## config.mk

```make
export PLATFORM = sky130hd
export DESIGN_NAME = pe_func_unit_flow_control_seq
export DESIGN_NICKNAME = d
export VERILOG_FILES = /design/src/rtl/pe_func_unit_flow_control_seq.sv
export SDC_FILE = /design/constraint.sdc
export NUM_CORES = 1
export LEC_CHECK = 0
export BUFFER_PORTS_ARGS = -buffer_cell sky130_fd_sc_hd__buf_2
export CORE_MARGIN = 5
export CORE_UTILIZATION = 53
export DETAILED_ROUTE_END_ITERATION = 8
export PLACE_DENSITY = 0.78
export SLEW_MARGIN = 40
export SYNTH_ARGS = -nofsm -noshare
export SYNTH_HDL_FRONTEND = slang
export SYNTH_SLANG_ARGS = --single-unit
```

## constraint.sdc

```tcl
create_clock -name clk -period 2.69 [get_ports clk]
set_input_delay 0.269 -clock clk [delete_from_list [all_inputs] [get_ports clk]]
set_output_delay 0.269 -clock clk [all_outputs]
set_load 0.005 [all_outputs]
```

## src/rtl/pe_func_unit_flow_control_seq.sv

```systemverilog
`default_nettype none
// ============================================================================
// Module   : pe_func_unit_flow_control_seq
// Purpose  : Instruction-level sequencer for one PE functional unit. Accepts
//            one instruction at a time, enables its load interfaces, waits
//            until every enabled load reports unblocked, times the execute
//            latency, runs the optional store interface and finally pulses
//            o_instr_done to clear the done state of every interface unit.
// Ports    :
//   clk                 in   clock, rising edge
//   rst                 in   asynchronous reset, active-high
//   i_instr_vld         in   decoder offers an instruction
//   o_instr_rdy         out  sequencer accepts (handshake = vld & rdy)
//   i_instr_ld_en       in   [N_LD]  load interfaces used by the instruction
//   i_instr_st_en       in   instruction writes through the store interface
//   i_instr_lat         in   [LAT_W] execute latency in cycles (0 allowed)
//   o_ld_ifc_en         out  [N_LD]  enable to each load flow-control unit
//   i_ld_ifc_unblocked  in   [N_LD]  unblocked status from each load unit
//   o_st_ifc_en         out  enable to the store flow-control unit
//   i_st_ifc_unblocked  in   unblocked status from the store unit
//   o_instr_done        out  one-cycle completion broadcast
//   o_exec_start        out  one-cycle pulse: operands complete, FU starts
//   o_busy              out  state is not IDLE
//   o_instr_cnt         out  [CNT_W] completed instructions, wraps
// Revision : 1.0 - initial release
// ============================================================================
module pe_func_unit_flow_control_seq #(
  parameter int unsigned N_LD  = 2,
  parameter int unsigned LAT_W = 4,
  parameter int unsigned CNT_W = 16
) (
  input  logic             clk,
  input  logic             rst,
  input  logic             i_instr_vld,
  output logic             o_instr_rdy,
  input  logic [N_LD-1:0]  i_instr_ld_en,
  input  logic             i_instr_st_en,
  input  logic [LAT_W-1:0] i_instr_lat,
  output logic [N_LD-1:0]  o_ld_ifc_en,
  input  logic [N_LD-1:0]  i_ld_ifc_unblocked,
  output logic             o_st_ifc_en,
  input  logic             i_st_ifc_unblocked,
  output logic             o_instr_done,
  output logic             o_exec_start,
  output logic             o_busy,
  output logic [CNT_W-1:0] o_instr_cnt
);

  localparam logic [1:0] S_IDLE  = 2'd0;
  localparam logic [1:0] S_LOAD  = 2'd1;
  localparam logic [1:0] S_EXEC  = 2'd2;
  localparam logic [1:0] S_STORE = 2'd3;

  localparam logic [LAT_W-1:0] c_lat_zero = '0;
  localparam logic [LAT_W-1:0] c_lat_one  = LAT_W'(1);
  localparam logic [CNT_W-1:0] c_cnt_one  = CNT_W'(1);

  logic [1:0]       r_state;
  logic [1:0]       w_state_nxt;
  logic [N_LD-1:0]  r_ld_msk;
  logic             r_st_f;
  logic [LAT_W-1:0] r_lat;
  logic [LAT_W-1:0] r_cnt;
  logic [CNT_W-1:0] r_instr_cnt;

  logic w_hs;
  logic w_ld_ok;
  logic w_lat_zero;
  logic w_exec_last;

  // Loads outside the latched mask count as satisfied, so an empty mask
  // lets LOAD finish in its first cycle.
  assign w_ld_ok     = &(i_ld_ifc_unblocked | ~r_ld_msk);
  assign w_lat_zero  = (r_lat == c_lat_zero);
  assign w_exec_last = (r_cnt == c_lat_one);
  assign w_hs        = i_instr_vld & o_instr_rdy;

  // --------------------------------------------------------------------------
  // State register
  // --------------------------------------------------------------------------
  always_ff @(posedge clk or posedge rst) begin
    if (rst) begin
      r_state <= S_IDLE;
    end else begin
      r_state <= w_state_nxt;
    end
  end

  // --------------------------------------------------------------------------
  // Next-state logic
  // --------------------------------------------------------------------------
  always_comb begin
    w_state_nxt = r_state;
    case (r_state)
      S_IDLE: begin
        if (i_instr_vld) begin
          w_state_nxt = S_LOAD;
        end
      end
      S_LOAD: begin
        if (w_ld_ok) begin
          if (!w_lat_zero) begin
            w_state_nxt = S_EXEC;
          end else if (r_st_f) begin
            w_state_nxt = S_STORE;
          end else begin
            w_state_nxt = S_IDLE;
          end
        end
      end
      S_EXEC: begin
        if (w_exec_last) begin
          w_state_nxt = r_st_f ? S_STORE : S_IDLE;
        end
      end
      S_STORE: begin
        if (i_st_ifc_unblocked) begin
          w_state_nxt = S_IDLE;
        end
      end
      default: begin
        w_state_nxt = S_IDLE;
      end
    endcase
  end

  // --------------------------------------------------------------------------
  // Output decode: purely state plus the current unblocked inputs, so the
  // completion pulse coincides with the final store unblock.
  // --------------------------------------------------------------------------
  always_comb begin
    o_instr_rdy  = 1'b0;
    o_busy       = 1'b1;
    o_ld_ifc_en  = '0;
    o_st_ifc_en  = 1'b0;
    o_exec_start = 1'b0;
    o_instr_done = 1'b0;
    case (r_state)
      S_IDLE: begin
        o_instr_rdy = 1'b1;
        o_busy      = 1'b0;
      end
      S_LOAD: begin
        o_ld_ifc_en  = r_ld_msk;
        o_exec_start = w_ld_ok;
        o_instr_done = w_ld_ok & w_lat_zero & ~r_st_f;
      end
      S_EXEC: begin
        o_instr_done = w_exec_last & ~r_st_f;
      end
      S_STORE: begin
        o_st_ifc_en  = 1'b1;
        o_instr_done = i_st_ifc_unblocked;
      end
      default: begin
        o_busy = 1'b1;
      end
    endcase
  end

  // --------------------------------------------------------------------------
  // Instruction fields: captured only on the handshake, so decoder activity
  // while busy cannot disturb the running instruction.
  // --------------------------------------------------------------------------
  always_ff @(posedge clk or posedge rst) begin
    if (rst) begin
      r_ld_msk <= '0;
      r_st_f   <= 1'b0;
      r_lat    <= '0;
    end else if (w_hs) begin
      r_ld_msk <= i_instr_ld_en;
      r_st_f   <= i_instr_st_en;
      r_lat    <= i_instr_lat;
    end
  end

  // --------------------------------------------------------------------------
  // Execute latency counter: loaded as LOAD hands over to EXEC, so EXEC
  // spans exactly r_lat cycles and ends in the cycle the count reads 1.
  // --------------------------------------------------------------------------
  always_ff @(posedge clk or posedge rst) begin
    if (rst) begin
      r_cnt <= '0;
    end else if ((r_state == S_LOAD) && w_ld_ok) begin
      r_cnt <= r_lat;
    end else if (r_state == S_EXEC) begin
      r_cnt <= r_cnt - c_lat_one;
    end
  end

  // --------------------------------------------------------------------------
  // Completed-instruction counter, free-running modulo 2^CNT_W.
  // --------------------------------------------------------------------------
  always_ff @(posedge clk or posedge rst) begin
    if (rst) begin
      r_instr_cnt <= '0;
    end else if (o_instr_done) begin
      r_instr_cnt <= r_instr_cnt + c_cnt_one;
    end
  end

  assign o_instr_cnt = r_instr_cnt;

endmodule
`default_nettype wire

```

==> results.py <==
metrics = {
    "status": {
        "outcome": "completed",
    },
    "logic_synthesis": {
        "syn_area_mm2": 0.00164,
        "synth.net_count": 162,
        "yosysSeqAreaShare_pct": 44.3,
        "ys.warnings.count": 0,
        "synth_edf_count": 0,
        "synthFlopType": "dfrtp_1",
        "synth_cell_types": 33,
        "postSynth.asyncResetShare_pct": 100,
        "syn_inst": 141,
        "synth_seq_cells": 29,
        "synth.avg_cell_area_um2": 11.6,
    },
    "route": {
        "ant_nets": 0,
        "wl_um": 3400,
        "vias_per_cell": 5.65,
        "drc_errors": 0,
        "wl_per_cell_um": 15.8,
        "drtIter0Drc": 37,
        "via_count": 1221,
        "dr.pass1.iters": 6,
    },
    "clock_network": {
        "cts_tree": "yes",
        "cts_buffers": 5,
        "h-tree-depth": 2,
        "cts_resized": 0,
        "root_buffer": "clkbuf_4",
        "cts_sinks": 29,
        "clk_pin_slew_ns": 0.09,
        "insertion_delay_ns": 0.33,
        "cts_buffer_depth": 2,
    },
    "sta": {
        "fin_crit_sh_pct": 93.3,
        "period_needed_ns": 2.51,
        "fin_tns_setup_ns": 0,
        "rsz0062_at_grt": "false",
        "max_slew_margin_pct": 67.1,
        "drv_slew": 0,
        "hold_viol_final": 0,
        "worst_slack_ns": 0.179,
        "setup_viol": 0,
        "fmax_mhz": 398,
        "fin_skew_ns": 0.00593,
        "worstMarginPinSlew_ns": 0.494,
    },
    "cells_and_area": {
        "layout.nets": 203,
        "antennaDiodeCount": 0,
        "final_layout_size_suffix_gt1_share_pct": 33.9,
        "final.fill_count": 249,
        "areaGrowthSynthToFinish_pct": 16.5,
    },
    "critical_path": {
        "reg2reg_slack_ns": 0.38,
        "r2r_start": "r_state[0]",
        "rr_endpoint": "o_instr_cnt[12]",
        "crit_type": "register to output port",
        "end_kind": "output port",
        "reg2reg_depth": 6,
        "startpoint_type": "register",
        "arrival_ns": 2.24,
        "required_ns": 2.42,
        "crit_fanout": 15,
    },
    "floorplanning": {
        "initial_core_util_pct": 54.5,
        "dieHeight_um": 65.6,
        "num_rows": 20,
        "ios": 36,
        "dieArea_mm2": 0.00430,
        "die_w_um": 65.6,
        "core_area_mm2": 0.00300,
    },
    "grt": {
        "grt_overflow": 0,
        "grt_pass1_vias": 1253,
        "grt_usage_pct": 17.7,
        "grt_pass1_wl_um": 5750,
        "grt_use_met2_pct": 29.8,
        "gr-usage-met3_pct": 5.98,
        "grt_max_degree": 30,
        "antenna_found_initial": 0,
        "grt.busiest_layer": "met2",
        "grt_use_met1_pct": 19.8,
    },
    "job": {
        "maxCapViolCount": 0,
    },
    "pwr": {
        "p_leak_uw": 0.000969,
        "finalPower_uw": 1700,
        "vdd_ir_drop_max_uv": 474,
        "p_per_area_mw_per_mm2": 892,
    },
    "min_path": {
        "min-delay-start": "i_instr_st_en",
        "hold_end": "r_st_f",
        "hold_class": "input port to register",
        "min_path_cells": 2,
    },
    "placement": {
        "pre_cts_ws_ns": 0.417,
        "gp_congestion": 0.796,
        "io_buffers": 35,
        "dp_hpwl_um": 2490,
    },
}
logic make-up after synthesis:
group                      count (synthesis)  share of synthesized area (%)
and+or+nand+nor                           37                           15.1
DFF                                       29                           44.3
AOI/OAI and AO/OA                         25                           13.0
xor gates and xnor gates                  18                           9.63
buffers and inverters                     13                           4.36
muxes                                     11                           7.49
adders and majority gates                  8                           6.12
layer usage:
layer / part of all wire, % / wire length [µm]
met1: 42 / 1440
met2: 49 / 1670
met3: 6.2 / 212
met4: 2.5 / 85
met5: 0 / 0
worst max path at each step:
stage                           from               to  cells after the start
after global routing      r_state[0]     o_instr_done                      6
after CTS                 r_state[0]     o_instr_done                      6
after detailed placement  r_state[0]  o_instr_cnt[14]                      6
after global placement    r_state[0]  o_instr_cnt[14]                      6
after floorplan           r_state[0]   o_instr_cnt[1]                      8
final                     r_state[0]     o_instr_done                      6
timing repair:
| action | CTS | global route |
|---|---|---|
| hold buffers | 1 | 0 |
| buffers inserted | 0 | 0 |
| endpoints found under the hold margin | 23 | 0 |
cells in the mapped netlist, drive strengths merged (3+ instances only):
library cell	instances	area share [%]
nand2b	3	1.1
xnor2	4	2.1
a2111oi	6	5.0
buf	3	2.1
inv	10	2.3
a211oi	3	1.4
and2	3	1.1
xor2	14	7.5
nor2	5	1.1
dfrtp	29	44
nand3	7	2.1
nand2	10	2.4
a21oi	10	3.1
ha	8	6.1
mux2	10	6.9
registers in the layout (all words and copies together) (netlist names):
| name | count |
|---|---|
| o_instr_cnt | 16 |
| r_cnt | 4 |
| r_lat | 4 |
| r_ld_msk | 2 |
| r_state | 2 |
| r_st_f | 1 |
critical path, stage by stage, from the launching register on:
cell	delay, ns
dfrtp_1	0.39
inv_1	0.10
ha_1	0.34
and4bb_2	0.32
a31oi_4	0.45
nand2_2	0.15
buf_2	0.15
per-stage QoR:
stage	hold WS (ns)	cell area, µm²	cells	utilization (%)
2_1_floorplan	0.347	1640	141	-
3_3_place_gp	0.351	1830	207	60.8
4_1_cts	0.154	1910	216	63.5
5_1_grt	0.146	1910	216	63.5
3_5_place_dp	0.359	1830	207	60.8
6_report	0.165	1910	216	63.5
cell type report:
cell class | count | area [µm²] | share of cell area (%)
Sequential cell | 29 | 726 | 38.1
Clock inverter | 1 | 5.00 | 0.262
Clock buffer | 7 | 65.1 | 3.41
Tap cell | 33 | 41.3 | 2.17
Multi-Input combinational cell | 99 | 840 | 44.0
Timing Repair Buffer | 37 | 193 | 10.1
Inverter | 10 | 37.5 | 1.97
cell usage in the layout (no fill, tap or decap), types with 2 or more instances in the layout:
cell       netlist  layout
buf_2            0      35
a2111oi_1        4       4
nand2_1          9       9
clkbuf_8         0       2
a211oi_1         3       3
xnor2_1          4       4
mux2_2          10      10
xor2_1          14      14
nand2b_1         3       3
nor2_1           5       5
and3_1           2       2
clkbuf_4         0       5
dfrtp_1         29      29
nand3_1          7       7
ha_1             8       8
inv_1           10      10
a21oi_1         10      10
and2_1           3       3
power breakdown:
part           switching [µW]  total [µW]  internal, µW
sequential                138         702           563
clock                     154         305           151
combinational             351         693           342
No activity file was read; power rests on OpenSTA's default activity.
